`src/rtl/pool_pkg.sv`:
```
// Shared definitions for the 2x2 pooling stream.
//   pool_mode_e : frame-wide pooling mode (MAX = 0, AVG = 1)
//   POS_*       : winning-pixel position within a 2x2 window
//   ADDR_W      : width of the linear output-index port
package pool_pkg;

    typedef enum logic {
        MODE_MAX = 1'b0,
        MODE_AVG = 1'b1
    } pool_mode_e;

    localparam logic [1:0] POS_TL = 2'd0;
    localparam logic [1:0] POS_TR = 2'd1;
    localparam logic [1:0] POS_BL = 2'd2;
    localparam logic [1:0] POS_BR = 2'd3;

    localparam int ADDR_W = 12;

endpackage

```
`src/rtl/pool_line_buf.sv`:
```
// Line buffer holding one partial result per horizontal pixel pair of an
// even row, read back while the matching odd row streams in.
//   clk       : clock
//   i_wr_en   : write strobe
//   i_wr_addr : pair index to write
//   i_wr_data : partial result to store
//   i_rd_addr : pair index to read
//   o_rd_data : stored partial result (combinational read)
module pool_line_buf #(
    parameter int DEPTH = 3,
    parameter int WIDTH = 18,
    parameter int AW    = 2
) (
    input  logic             clk,
    input  logic             i_wr_en,
    input  logic [AW-1:0]    i_wr_addr,
    input  logic [WIDTH-1:0] i_wr_data,
    input  logic [AW-1:0]    i_rd_addr,
    output logic [WIDTH-1:0] o_rd_data
);

    logic [WIDTH-1:0] r_mem [DEPTH];

    // NOTE: the storage array has no reset; every entry is rewritten on an
    // even row before the odd row reads it, so stale contents never escape.
    // NOTE: sequential state is always assigned with <= so every register
    // samples the pre-edge values of its sources.
    always_ff @(posedge clk) begin
        if (i_wr_en) begin
            r_mem[i_wr_addr] <= i_wr_data;
        end
    end

    assign o_rd_data = r_mem[i_rd_addr];

endmodule

```
`src/rtl/pool2d_stream.sv`:
```
// Streaming 2x2 max / average pooling over a raster-order frame.
//   clk, rst_n      : clock, synchronous active-low reset
//   mode            : 0 = max, 1 = average; sampled on pixel (0,0) only
//   in_valid/ready  : pixel handshake, in_data is the pixel
//   out_valid/ready : result handshake
//   out_data        : pooled value
//   out_idx         : winning position (TL/TR/BL/BR), 0 in average mode
//   out_addr        : linear output index of the presented result
//   done            : pulses when the last result of a frame is accepted
module pool2d_stream
    import pool_pkg::*;
#(
    parameter int DATA_W = 16,
    parameter int IMG_W  = 6,
    parameter int IMG_H  = 6
) (
    input  logic              clk,
    input  logic              rst_n,
    input  logic              mode,
    input  logic              in_valid,
    output logic              in_ready,
    input  logic [DATA_W-1:0] in_data,
    output logic              out_valid,
    input  logic              out_ready,
    output logic [DATA_W-1:0] out_data,
    output logic [1:0]        out_idx,
    output logic [ADDR_W-1:0] out_addr,
    output logic              done
);

    localparam int CW     = $clog2(IMG_W);
    localparam int RW     = $clog2(IMG_H);
    localparam int HALF_W = IMG_W / 2;
    localparam int LB_AW  = (HALF_W > 1) ? $clog2(HALF_W) : 1;
    localparam int LB_W   = DATA_W + 2;
    localparam int N_OUT  = HALF_W * (IMG_H / 2);

    if ((IMG_W % 2) != 0 || IMG_W < 2 || IMG_W > 64) begin : g_bad_img_w
        $error("pool2d_stream: IMG_W must be even and within 2..64");
    end
    if ((IMG_H % 2) != 0 || IMG_H < 2 || IMG_H > 64) begin : g_bad_img_h
        $error("pool2d_stream: IMG_H must be even and within 2..64");
    end

    logic [CW-1:0]     r_col;
    logic [RW-1:0]     r_row;
    pool_mode_e        r_mode;
    logic [DATA_W-1:0] r_first;
    logic              r_out_valid;
    logic [DATA_W-1:0] r_out_data;
    logic [1:0]        r_out_idx;
    logic [ADDR_W-1:0] r_addr;

    logic              w_accept;
    logic              w_lb_wr;
    logic              w_produce;
    logic              w_first_wins;
    logic              w_top_wins;
    logic [DATA_W-1:0] w_pair_max;
    logic [DATA_W:0]   w_pair_sum;
    logic [LB_W-1:0]   w_lb_wdata;
    logic [LB_W-1:0]   w_lb_rdata;
    logic [LB_W-1:0]   w_quad_sum;
    logic [LB_AW-1:0]  w_pair_idx;
    logic [DATA_W-1:0] w_res_data;
    logic [1:0]        w_res_idx;

    // Only a pending, unaccepted result can stall the input.
    assign in_ready  = !r_out_valid || out_ready;
    assign w_accept  = in_valid && in_ready;

    // The second pixel of each horizontal pair closes the pair: on even rows
    // it is parked in the line buffer, on odd rows it completes a window.
    assign w_lb_wr    = w_accept && r_col[0] && !r_row[0];
    assign w_produce  = w_accept && r_col[0] &&  r_row[0];
    assign w_pair_idx = LB_AW'(r_col >> 1);

    assign w_first_wins = r_first >= in_data;
    assign w_pair_max   = w_first_wins ? r_first : in_data;
    assign w_pair_sum   = {1'b0, r_first} + {1'b0, in_data};

    // Buffered entry layout: max mode {0, right_won, pair_max}, average mode
    // the zero-extended pair sum, so the quad sum can never overflow.
    assign w_top_wins = w_lb_rdata[DATA_W-1:0] >= w_pair_max;
    assign w_quad_sum = w_lb_rdata + LB_W'(w_pair_sum);

    always_comb begin
        // NOTE: every combinational output gets a default first so no path
        // leaves it unassigned and no latch is inferred.
        w_lb_wdata = '0;
        w_res_data = '0;
        w_res_idx  = POS_TL;
        if (r_mode == MODE_AVG) begin
            w_lb_wdata = LB_W'(w_pair_sum);
            w_res_data = DATA_W'(w_quad_sum >> 2);
        end else begin
            w_lb_wdata = {1'b0, !w_first_wins, w_pair_max};
            // Top pair wins ties against the bottom pair: lower index first.
            if (w_top_wins) begin
                w_res_data = w_lb_rdata[DATA_W-1:0];
                w_res_idx  = w_lb_rdata[DATA_W] ? POS_TR : POS_TL;
            end else begin
                w_res_data = w_pair_max;
                w_res_idx  = w_first_wins ? POS_BL : POS_BR;
            end
        end
    end

    pool_line_buf #(
        .DEPTH (HALF_W),
        .WIDTH (LB_W),
        .AW    (LB_AW)
    ) u_line_buf (
        .clk       (clk),
        .i_wr_en   (w_lb_wr),
        .i_wr_addr (w_pair_idx),
        .i_wr_data (w_lb_wdata),
        .i_rd_addr (w_pair_idx),
        .o_rd_data (w_lb_rdata)
    );

    // Pixel position, frame mode and the held first pixel of the pair.
    always_ff @(posedge clk) begin
        if (!rst_n) begin
            r_col   <= '0;
            r_row   <= '0;
            r_mode  <= MODE_MAX;
            r_first <= '0;
        end else if (w_accept) begin
            if (r_col == '0 && r_row == '0) begin
                r_mode <= pool_mode_e'(mode);
            end
            if (!r_col[0]) begin
                r_first <= in_data;
            end
            if (r_col == CW'(IMG_W - 1)) begin
                r_col <= '0;
                r_row <= (r_row == RW'(IMG_H - 1)) ? '0 : r_row + 1'b1;
            end else begin
                r_col <= r_col + 1'b1;
            end
        end
    end

    // Output register. A new result can only arrive while in_ready is high,
    // so loading it never overwrites an unaccepted one.
    always_ff @(posedge clk) begin
        if (!rst_n) begin
            r_out_valid <= 1'b0;
            r_out_data  <= '0;
            r_out_idx   <= '0;
            r_addr      <= '0;
        end else begin
            if (w_produce) begin
                r_out_valid <= 1'b1;
                r_out_data  <= w_res_data;
                r_out_idx   <= w_res_idx;
            end else if (out_ready) begin
                r_out_valid <= 1'b0;
            end
            if (r_out_valid && out_ready) begin
                r_addr <= (r_addr == ADDR_W'(N_OUT - 1)) ? '0 : r_addr + 1'b1;
            end
        end
    end

    assign out_valid = r_out_valid;
    assign out_data  = r_out_data;
    assign out_idx   = r_out_idx;
    assign out_addr  = r_addr;
    assign done      = r_out_valid && out_ready && (r_addr == ADDR_W'(N_OUT - 1));

endmodule
```
`config.mk`:
```
export PLATFORM = sky130hd
export DESIGN_NAME = pool2d_stream
export DESIGN_NICKNAME = d
export VERILOG_FILES = /design/src/rtl/pool_pkg.sv /design/src/rtl/pool_line_buf.sv /design/src/rtl/pool2d_stream.sv
export SDC_FILE = /design/constraint.sdc
export NUM_CORES = 1
export LEC_CHECK = 0
export CORE_UTILIZATION = 50
export DETAILED_ROUTE_END_ITERATION = 6
export PLACE_DENSITY = 0.7
export SKIP_LAST_GASP = 1
export SLEW_MARGIN = 20
export SYNTH_ARGS = -nofsm -noshare
export SYNTH_HDL_FRONTEND = slang
export SYNTH_SLANG_ARGS = --single-unit
```
`constraint.sdc`:
```
create_clock -name clk -period 7.3 [get_ports clk]
set_clock_uncertainty 0.2 [all_clocks]
set_input_delay 1.46 -clock clk [delete_from_list [all_inputs] [get_ports clk]]
set_output_delay 1.46 -clock clk [all_outputs]
set_load 0.01 [all_outputs]
```
# Word level (Yosys, flattened, before mapping)

Memory sizes are Yosys's and may differ from the RTL's. A register that Yosys moved wholly into a read port is not among the register bits.
Cells that the tools add are included.

RAM bits: 51
Output and inout bits: 33
Word-level logic and storage cells: 54
Flip-flop bits (word level): 54
Bits of input ports: 21
Memories kept: 1

Reductions and logical operators: 17
Muxes and demuxes: 17
Bitwise gates (word level): 1
Add/sub/neg operators: 5
Equal/unequal tests: 3
Order comparisons: 2

Memories:

| name             | depth | bits a word | rd ports | clocked after Yosys merged registers in | write ports | line                | RTL |
|---|---|---|---|---|---|---|---|
| u_line_buf.r_mem | 3     | 17          | 1        | 1                                       | 1           | pool_line_buf.sv:22 | `logic [WIDTH-1:0] r_mem [DEPTH];` |

Operator list:

| cell                                                                    | number |
|---|---|
| 16-bit 2-to-1 mux                                                       | 3 |
| 16-bit >= comparator                                                    | 2 |
| 18-bit by 17-bit adder with 18-bit output                               | 1 |
| 16-bit by 16-bit adder with 17-bit output                               | 1 |
| 17-bit 2-to-1 mux                                                       | 1 |
| 12-bit by 1-bit adder with 12-bit output (second input constant)        | 1 |
| 12-bit by 4-bit equality test with 1-bit output (second input constant) | 1 |
| 12-bit 2-to-1 mux                                                       | 1 |
| 2-bit 2-to-1 mux                                                        | 4 |
| 1-bit logical AND                                                       | 7 |
| 3-bit by 1-bit adder with 3-bit output (second input constant)          | 2 |
| 3-bit equality test (second input constant)                             | 2 |
| 3-bit logical NOT                                                       | 2 |
| 1-bit 2-to-1 mux                                                        | 6 |
| 3-bit 2-to-1 mux                                                        | 2 |
| 2-bit AND reduction                                                     | 3 |
| 1-bit logical NOT                                                       | 3 |
| 2-bit nonzero test                                                      | 1 |
| 1-bit logical OR                                                        | 1 |
| 1-bit inverter                                                          | 1 |

# Depth between registers and ports, before layout

Depth after elaboration: 7
Mapped depth: 22
Depth with buffers taken out: 17

# Modules after synthesis

A second synthesis with hierarchy kept.

Cell total of the unflattened synthesis: 733
Area, all modules: 6914.1 µm²

By module, submodules not included:

| module        | area each (µm²) | cells each | sequential area each (µm²) | times used |
|---|---|---|---|---|
| pool2d_stream | 4878.4          | 616        | 1081.0                     | 1 |
| pool_line_buf | 2035.7          | 117        | 1621.6                     | 1 |

# Worst setup path before layout

Ideal clock, no wire load.

Kind: input -> register
Start point: in in_data[12]
End point: reg r_out_data[12], in the netlist out_data[12]
Data arrival time: 5.047 ns
Stages: 19
Library setup time: 0.120 ns
Buffers on the path: 5
Slack: 1.934 ns
Required time: 6.980 ns
Path through: inv_1 -> ha_1 -> clkbuf_1 -> nand4_1 -> a2111oi_0 -> a211o_1 -> buf_2 -> buf_4 -> mux2_2 -> inv_1 -> ha_1 -> a21oi_1 -> o211ai_1 -> a21oi_1 -> o31a_1 -> clkbuf_1 -> clkbuf_1 -> a211oi_1 -> o31a_1

Word-level cells in the longest chain between the ends: 5
Elaborated cells on any way between the ends: 7
Classes of those cells: add/sub: 2; order compare: 2; mux: 3

RTL lines:

| item                   | line                 | RTL |
|---|---|---|
| start: declaration     | pool2d_stream.sv:22  | `input logic [DATA_W-1:0] in_data,` |
| 16-bit >= comparator   | pool2d_stream.sv:78  | `assign w_first_wins = r_first >= in_data;` |
| 16-bit 2-to-1 mux      | pool2d_stream.sv:79  | `assign w_pair_max = w_first_wins ? r_first : in_data;` |
| 16-bit >= comparator   | pool2d_stream.sv:84  | `assign w_top_wins = w_lb_rdata[DATA_W-1:0] >= w_pair_max;` |
| 16-bit 2-to-1 mux      | pool2d_stream.sv:99  | `if (w_top_wins) begin` |
| 16-bit 2-to-1 mux (*)  | pool2d_stream.sv:93  | `if (r_mode == MODE_AVG) begin` |
| end signal: assignment | pool2d_stream.sv:156 | `r_out_data <= w_res_data;` |
| end: declaration       | pool2d_stream.sv:50  | `logic [DATA_W-1:0] r_out_data;` |

Every way passes the cells marked *; elsewhere a longest branch is shown, timed or not.
A chain may end at the register's enable or synchronous reset.

# Worst setup path after layout

Start point: in in_data[2]
End point: reg r_out_data[2], in the netlist out_data[2]

The elaborated chain is that of the path after synthesis.

==> summary.md <==
| Metric | Value |
|---|---|
| Status | `complete, no violations` |
| Layout cells sized above 1 | `5.277%` |
| CTS Buffer Depth | `2` |
| Ys Warns | `0` |
| Final Setup Violations | `0` |
| Cell breakdown of the critical path | `clkdlybuf4s50_1 -> inv_1 -> ha_1 -> nand2_1 -> o21ai_0 -> a21oi_1 -> o311ai_0 -> a211o_1 -> mux2i_1 -> ha_1 -> a21o_1 -> a31oi_1 -> o21ai_0 -> a21oi_1 -> o31a_1 -> buf_4 -> mux2_2 -> a21oi_1` |
| Int Pwr | `1.101 mW` |
| Most frequent cells in the layout | `78 x a21oi_1, 77 x nand2_1, 66 x ha_1` |
| VDD IR-drop max | `roughly 120 uV` |
| Final net count | `860` |
| Post-synth EDFFs | `51` |
| Cell at the slowest stage of the critical path | `a211o_1` |
| Ys async rst share | `0%` |
| Most common cell after layout, fill and taps aside | `a21oi_1` |
| Chip Height | `117.8 um` |
| Combinational share of power | `24.4%` |
| Final number of hold-violating endpoints | `0` |
| Slew @ Worst Pin | `0.9730 ns` |
| Peak Freq | `about 160 MHz` |
| Seq/Total Area, Yosys | `39.55%` |
| Die W | `117.8 um` |
| GRT overflow | `0` |
| Initial antenna violation count | `0` |
| Placement row count | `41` |
| Register bit total from synthesis | `about 110` |
| Layout fillers | `around 1100` |
| DRC | `0` |
| Slew HR | `35.06%` |
| Initial Utilization | `52.29%` |
| Sequential power share | `41.5%` |
| WL final | `around 16000 um` |
| Leakage | `about 3 nW` |
| Post-synth top flop | `dfxtp_1` |
| Post-Syn Area | `6706 um2` |
| Slew Limit Fails | `0` |
| Period Utilization, post-route | `88.03%` |
| Clock transition at the registers of the reported paths | `0.08 ns` |
| # diodes | `0` |
| Setup_tns | `0 ns` |
| Hold_ws | `0.2970 ns` |
| Critical Path Fanout Max | `18` |
| Via count | `5487` |
| Total GRT Usage | `23.74%` |
| Die area | `13880 um2` |
| 1st-pass router iterations | `5` |
| Switch Pwr | `0.4882 mW` |
| WP data required | `7.39 ns` |
| Vias in the first global route | `5242` |
| Clk Latency, worst-skew pair | `around 0.36 ns` |
| CP Capture Type | `flop` |
| P per Cell Area | `205.6 nW/um2` |
| Cts hold-fix bufs | `0` |
| Cts bufs inserted | `9` |
| First-pass GRT wire length | `26030 um` |
| CP peak stage delay | `roughly 0.63 ns` |
| Share of power burned in the clock network | `34.1%` |
| Drt first-iter violations | `468` |
| RSZ-0062 raised after global routing | `no` |
| Syn Inst Count | `731` |
| Number of post-CTS setup repair buffers | `0` |
| Post-detail-place hpwl | `approximately 12000 um` |
| Final ANT Viol Nets | `0` |
| Vias per inst | `roughly 5.8` |
| Critical setup path kind | `primary input to flop` |
| CP arrival | `6.52 ns` |
| Minimum clock period | `6.426 ns` |
| Max cap viols | `0` |
| Count of cell types in the netlist | `57` |
| CTS tree | `done` |
| Clock sink count | `107` |
| Area Growth Syn to Fin | `15.24%` |
| Core ar. | `12820 um2` |
| I/O pin count | `54` |
| I/O Buffers | `53` |
| Post-CTS sizing | `0` |
| Placer congestion estimate | `roughly 0.88` |
| Hold Path Class | `flop to flop` |
| Largest net degree at the start of global routing | `42` |
| CTS root buf | `clkbuf_16` |
| Worst Setup Start Kind | `primary input` |
| Max H-tree Level | `3` |
| Avg Synthesized Cell Area | `9.174 um2` |
| Syn nets | `819` |
| Cell repeated most along the worst path | `a21oi_1` |
| WL per Instance | `17.10 um` |
| Sw Ratio | `30.73%` |
[sequential cells by signal (all words and copies together) (netlist names), named ones only]
| register | flops |
|---|---|
| r_mode | 1 |
| r_col | 3 |
| out_valid | 1 |
| out_addr | 12 |
| out_idx | 2 |
| r_row | 3 |
| r_first | 16 |
| u_line_buf.r_mem | 51 |
| out_data | 16 |
[power groups by stage]
stage               Clock (mW)  Combinational (mW)  Sequential (mW)
global placement             0               0.367            0.672
CTS                      0.549               0.382            0.659
detailed placement           0               0.379            0.673
floorplan                    0               0.285            0.669
global route             0.569               0.427            0.660
finish                   0.542               0.388            0.659
[routing by layer]
metal  part of all wire [%]  vias up  GRT usage, %
met3                    4.6       34         3.295
met5                      0        -             0
met1                     48     2583         32.49
met4                    2.4        0         9.696
li1                       -     2714             -
met2                     45      156         37.68
[per-stage QoR]
step / instance area (um2) / instances / util, % / total power, mW / worst slack [ns]
2_1_floorplan: 6706 / 731 / - / 0.9545 / 1.934
6_report: 7729 / 949 / 60.26 / 1.589 / 0.8737
3_3_place_gp: 7395 / 933 / 57.66 / 1.039 / 0.6975
4_1_cts: 7726 / 949 / 60.24 / 1.589 / 0.9415
3_5_place_dp: 7395 / 933 / 57.66 / 1.052 / 0.5848
5_1_grt: 7729 / 949 / 60.26 / 1.656 / 0.5292
[cells in the mapped netlist (3+ instances only)]
library cell   n  area [um2]
xnor2_1       18       157.7
ha_1          66       825.8
o21a_1         9       67.56
dfxtp_1       56        1121
edfxtp_1      51        1531
nand3_1       13       65.06
and2_1         3       18.77
inv_1         41       153.9
a21oi_1       78       390.4
a211oi_1       8       60.06
o21bai_1       6       45.04
nand2_1       77       289.0
xor2_1        17       148.9
or2_2          4       25.02
a21o_1        16       120.1
nand4_1        3       18.77
o21ai_0       39       195.2
mux2_2         5       56.30
o211ai_1       7       52.55
and3_1         8       50.05
nand2b_1      10       62.56
a211o_1        5       43.79
a22oi_1        3       22.52
clkbuf_1      26       97.59
a31oi_1        7       43.79
mux2i_1       35       350.3
nor2_1        60       225.2
nor3_1        15       75.07
nor4_1         5       31.28
o31a_1         3       26.28
[kinds of logic after synthesis]
group / count (synthesis) / synth area share, %
simple gates: 207 / 13.90
fa+ha+maj: 67 / 12.61
mux: 42 / 6.511
flops: 107 / 39.55
xor+xnor: 35 / 4.571
compound gates: 201 / 18.64
buf+inv: 72 / 4.216
[worst paths after layout]
check	cells past startpoint	start	slack, ns	endpoint
max	18	in_data[2]	0.87	out_data[2]$_SDFFE_PN0P_
max reg2reg	17	r_first[0]$_SDFFE_PN0P_	2.10	out_data[2]$_SDFFE_PN0P_
min reg2reg	2	r_first[0]$_SDFFE_PN0P_	0.30	r_first[0]$_SDFFE_PN0P_
min	2	r_first[0]$_SDFFE_PN0P_	0.30	r_first[0]$_SDFFE_PN0P_
[worst max-delay path, delay by kind of cell]
family                     cells  cell delay, ns
buffers and inverters          3            0.93
adders and majority gates      2            0.69
and+or+nand+nor                1            0.06
AOI/OAI and AO/OA             10            2.55
muxes                          2            0.83
[cell type report]
type	count	area, um2	share of cell area, %
Multi-Input combinational cell	552	3785	48.97
Clock buffer	11	254.0	3.286
Clock inverter	5	77.57	1.004
Tap cell	172	215.2	2.785
Inverter	41	153.9	1.991
Sequential cell	107	2653	34.32
Timing Repair Buffer	61	590.6	7.641
Note: power is estimated with default switching activity, not from simulation.
==> RTL change 1: new RTL, same settings <==
Add an input register stage for `mode`, without a reset; this delays it by one clock. The other inputs are not delayed to match.
--- a/src/rtl/pool2d_stream.sv
+++ b/src/rtl/pool2d_stream.sv
@@ -34,6 +34,12 @@
     localparam int LB_AW  = (HALF_W > 1) ? $clog2(HALF_W) : 1;
     localparam int LB_W   = DATA_W + 2;
     localparam int N_OUT  = HALF_W * (IMG_H / 2);
+
+    logic mode_q;
+
+    always_ff @(posedge clk) begin
+        mode_q <= mode;
+    end
 
     if ((IMG_W % 2) != 0 || IMG_W < 2 || IMG_W > 64) begin : g_bad_img_w
         $error("pool2d_stream: IMG_W must be even and within 2..64");
@@ -128,7 +134,7 @@
             r_first <= '0;
         end else if (w_accept) begin
             if (r_col == '0 && r_row == '0) begin
-                r_mode <= pool_mode_e'(mode);
+                r_mode <= pool_mode_e'(mode_q);
             end
             if (!r_col[0]) begin
                 r_first <= in_data;
Check against the original RTL: not equivalent (a bounded check fails within 10 cycles, from zero or initial values and one cycle with rst_n low).
==> RTL change 1 against the original RTL <==
- synthesized area about the same
- combinational power up 2%
- final area down 0.19%
- final cell count unchanged
- maximum frequency up 10%
- wire length up 2.7%
- setup slack better by 0.59 ns
- utilization down 0.12 points
- sequential cell count up 1
- total power down 0.66%
- critical path depth up 1
- register-to-register slack better by 0.69 ns
- critical endpoint is now out_data[1]$_SDFFE_PN0P_
- largest cell class unchanged
==> RTL change 1: results (changes against the original RTL) <==
| Metric | Value |
|---|---|
| FF-to-FF End | `out_data[1]$_SDFFE_PN0P_` |
| Max incr delay on CP | `0.52 ns (-0.11 ns)` |
| Slowest CP cell | `clkdlybuf4s50_1` |
| # fillers | `1151 (+2.4%)` |
| Gr usage total | `24.9% (+1.1 points)` |
| Met1 Use GR | `34.3% (+1.8 points)` |
| Area growth syn-to-layout | `15.1%` |
| Peak VDD IR | `0.106 mV (-15%)` |
| Xor and xnor area share after synthesis | `4.95% (+0.38 points)` |
| Crit path max fanout | `21 (+3)` |
| Initial DRC Count | `398 (-15%)` |
| Finished Layout Cells | `949 (unchanged)` |
| Outcome | `complete, no violations` |
| Slew HR | `32.5% (-2.6 points)` |
| Post-Route M1 WL | `7890 µm (+1.9%)` |
| Dominant cells by area after synthesis | `edfxtp_1, dfxtp_1, ha_1` |
| Share of cells above drive strength 1 | `5.41% (+0.13 points)` |
| Root buffer selected by CTS | `clkbuf_16` |
| Met2 Wirelength | `7540 µm (+2.8%)` |
| Hold Slack | `0.280 ns (-0.0169 ns)` |
| Placed cell area | `7400 µm² (about the same)` |
| Sw Ratio | `30.9% (+0.18 points)` |
| Commonest cells post-synth | `nand2_1, a21oi_1, ha_1` |
| Dpl ws | `1.14 ns (+0.552 ns)` |
| Worst r2r src | `r_first[9]$_SDFFE_PN0P_` |
| Reg2Reg Depth | `17 (unchanged)` |
| Routed WL | `16700 µm (+2.7%)` |
| Register area share after synthesis | `39.9% (+0.34 points)` |
| Detailed Routing Iterations Pass 1 | `4 (-1)` |
| Met3 wire length | `948 µm (+26%)` |
| Flop pwr share | `42.2% (+0.7 points)` |
| Worst hold path class | `flip-flop to flip-flop` |
| Worst min-delay path endpoint | `r_mode$_SDFFE_PN0P_` |
| HP Start | `mode_q$_DFF_P_` |
| Comb pwr share | `25.1% (+0.7 points)` |
| Vias in the first global route | `5243 (+0.019%)` |
| Synth unique cells | `64 (+12%)` |
| EDFF count, synth | `51 (unchanged)` |
| Mux cell area share after synthesis | `5.43% (-1.1 points)` |
| GR Layer Usage met2 | `39.3% (+1.7 points)` |
| Clk_lat worst skew | `0.37 ns` |
| Syn Nets | `819 (unchanged)` |
| Post-Synth Adder-Cell Area | `12.6% (about the same)` |
| Number of vias per cell | `5.74 (-0.73%)` |
| R2R setup slack | `2.79 ns (+0.69 ns)` |
| Cell-internal power | `1.09 mW (-0.91%)` |
| First-pass GRT wire length | `26600 µm (+2.3%)` |
| Detailed Place HPWL | `12600 µm (+3.7%)` |
| GPL Wtd Cong | `0.892 (+1.2%)` |
| Met3 Resource Use GR | `4.80% (+1.5 points)` |
| Largest net degree at the start of global routing | `37 (-12%)` |
| Compound-Gate Fraction of Synth Area | `18.1% (-0.51 points)` |
| CP arrival | `5.89 ns (-0.63 ns)` |
| Leakage | `3.07 nW (+1.3%)` |
[RTL change 1: worst max path at each step]
stage | startpoint | endpoint | slack, ns | cells after the start
global route | in_data[9] | out_data[1]$_SDFFE_PN0P_ | 1.12 | 19
detailed placement | in_data[9] | out_data[1]$_SDFFE_PN0P_ | 1.14 | 19
finish | in_data[9] | out_data[1]$_SDFFE_PN0P_ | 1.46 | 19
floorplan | in_data[9] | out_data[10]$_SDFFE_PN0P_ | 2.06 | 17
global placement | in_data[12] | out_data[1]$_SDFFE_PN0P_ | 1.25 | 19
CTS | in_data[9] | out_data[1]$_SDFFE_PN0P_ | 1.51 | 19
[RTL change 1: cell type report]
| class | count | area share [%] |
|---|---|---|
| Multi-Input combinational cell | 552 | 48.9 |
| Sequential cell | 108 | 34.6 |
| Timing Repair Buffer | 62 | 7.75 |
| Clock buffer | 10 | 3.10 |
| Tap cell | 172 | 2.79 |
| Inverter | 39 | 1.90 |
| Clock inverter | 6 | 0.957 |
==> RTL change 2: new RTL, config.mk and constraints unchanged <==
Made on the original files. The parameter `IMG_W` goes from 6 to 12.
--- a/src/rtl/pool2d_stream.sv
+++ b/src/rtl/pool2d_stream.sv
@@ -11,7 +11,7 @@
     import pool_pkg::*;
 #(
     parameter int DATA_W = 16,
-    parameter int IMG_W  = 6,
+    parameter int IMG_W  = 12,
     parameter int IMG_H  = 6
 ) (
     input  logic              clk,
Behaviour: not the same (Yosys sat finds a counterexample within 10 cycles, from zero or initial values and one cycle with rst_n low).
==> RTL change 2 against the original RTL <==
- final cell count is 19% higher
- clock power increased by 47%
- critical path depth grew 1
- worst hold slack lost 0.0025 ns
- critical endpoint is now out_data[13]$_SDFFE_PN0P_
- sequential cell count rose by 53
- setup slack improved by 0.010 ns
- maximum frequency is 0.16% higher
- synthesized area grew 32%
- sequential power increased by 52%
- largest cell class unchanged
- critical path type unchanged
- register-to-register slack gained 0.04 ns
- highest routed layer unchanged
- wire length increased by 30%
- final area grew 32%
- total power is 43% higher
- sequential share of layout area up 7.1 points
==> RTL change 2: results (changes against the original RTL) <==
| Metric | Value |
|---|---|
| Outcome | `complete, no violations` |
| EDFF count, synth | `102 (+100%)` |
| Gr usage total | `24.2% (+0.43 points)` |
| R2R setup slack | `2.14 ns (+0.04 ns)` |
| Ys flop type | `edfxtp_1` |
| Cell-internal power | `1.61 mW (+46%)` |
| Peak VDD IR | `0.177 mV (+43%)` |
| Synth unique cells | `65 (+14%)` |
| Worst slew pin tran | `0.942 ns (-0.0311 ns)` |
| Commonest cells post-synth | `edfxtp_1, a21oi_1, nand2_1` |
| Routed WL | `21100 µm (+30%)` |
| First-pass GRT wire length | `33300 µm (+28%)` |
| Vias in the first global route | `6230 (+19%)` |
| FF-to-FF End | `out_data[13]$_SDFFE_PN0P_` |
| Leakage | `3.86 nW (+28%)` |
| Hold Slack | `0.295 ns (-0.00251 ns)` |
| Largest net degree at the start of global routing | `38 (-9.5%)` |
| H-tree levels | `4 (+1)` |
| Share of cells above drive strength 1 | `7.89% (+2.6 points)` |
| Syn Nets | `927 (+13%)` |
| Detailed Place HPWL | `14900 µm (+23%)` |
| Met3 Resource Use GR | `4.75% (+1.5 points)` |
| Synth Instances | `837 (+15%)` |
| Dominant cells by area after synthesis | `edfxtp_1, dfxtp_1, ha_1` |
| # fillers | `1443 (+28%)` |
| DR vias | `6602 (+20%)` |
| Final nets | `977 (+14%)` |
| Placed insts | `1093 (+17%)` |
| Worst r2r src | `r_first[9]$_SDFFE_PN0P_` |
==> RTL change 2: changes by cell type in the layout (fill, tap and decap cells not counted), sizes merged, moves of 9 or more <==
cell,change
o21ai,-14
clkinv,+9
nor2,+17
a21oi,+9
edfxtp,+51
mux4,+17
==> RTL change 2: power groups by stage <==
stage	clock network [mW]	logic, mW	registers, mW
3_5_place_dp	0	0.466	1.02
5_1_grt	0.846	0.522	1.00
6_report	0.799	0.477	1.00
2_1_floorplan	0	0.351	1.02
3_3_place_gp	0	0.459	1.02
4_1_cts	0.816	0.470	1.00
==> RTL change 2: logic make-up after synthesis <==
| kind of cell | share of synthesized area (%) |
|---|---|
| simple gates | 12.3 |
| compound gates | 14.6 |
| buf+inv | 3.21 |
| fa+ha+maj | 9.81 |
| flops | 47.6 |
| mux | 8.89 |
| xor+xnor | 3.55 |
==> RTL change 2: layout make-up <==
| type | count | area (µm²) | share of cell area [%] |
|---|---|---|---|
| Clock buffer | 19 | 433 | 4.25 |
| Clock inverter | 13 | 88.8 | 0.871 |
| Inverter | 38 | 143 | 1.40 |
| Multi-Input combinational cell | 604 | 4400 | 43.1 |
| Sequential cell | 160 | 4230 | 41.4 |
| Tap cell | 225 | 282 | 2.76 |
| Timing Repair Buffer | 66 | 628 | 6.16 |
==> RTL change 2: per-stage QoR <==
step                worst slack, ns  utilization (%)  cell area, µm²
finish                        0.884             58.9           10200
global route                  0.499             58.9           10200
CTS                           0.921             58.9           10200
detailed placement            0.498             55.9            9670
global placement              0.607             55.9            9670
floorplan                      1.90                -            8880
==> RTL change 2: worst max path at each step <==
stage / from / to / slack [ns] / cells after the start
2_1_floorplan: in_data[10] / out_data[7]$_SDFFE_PN0P_ / 1.90 / 18
6_report: in_data[9] / out_data[13]$_SDFFE_PN0P_ / 0.88 / 19
4_1_cts: in_data[9] / out_data[11]$_SDFFE_PN0P_ / 0.92 / 19
3_3_place_gp: in_data[10] / out_data[11]$_SDFFE_PN0P_ / 0.61 / 18
3_5_place_dp: in_data[9] / out_data[7]$_SDFFE_PN0P_ / 0.50 / 18
5_1_grt: in_data[9] / out_data[8]$_SDFFE_PN0P_ / 0.50 / 19
==> RTL change 2: layer usage <==
layer | routed length [µm] | up-vias
li1 | - | 3185
met1 | 9630 | 3180
met2 | 9850 | 204
met3 | 1080 | 33
met4 | 494 | 0
met5 | 0 | -
==> RTL change 2: critical path, stage by stage <==
cell             delay, ns
clkdlybuf4s50_1       0.52
inv_1                 0.06
ha_1                  0.36
a211oi_1              0.24
o221a_2               0.24
o21ai_0               0.16
a221oi_4              0.68
buf_4                 0.28
mux2_2                0.37
ha_1                  0.28
nand2b_1              0.14
a2111oi_0             0.38
or3_1                 0.19
o2111ai_1             0.15
nand2_1               0.32
buf_4                 0.31
nor3_1                0.08
a211o_1               0.23
nor3_1                0.13
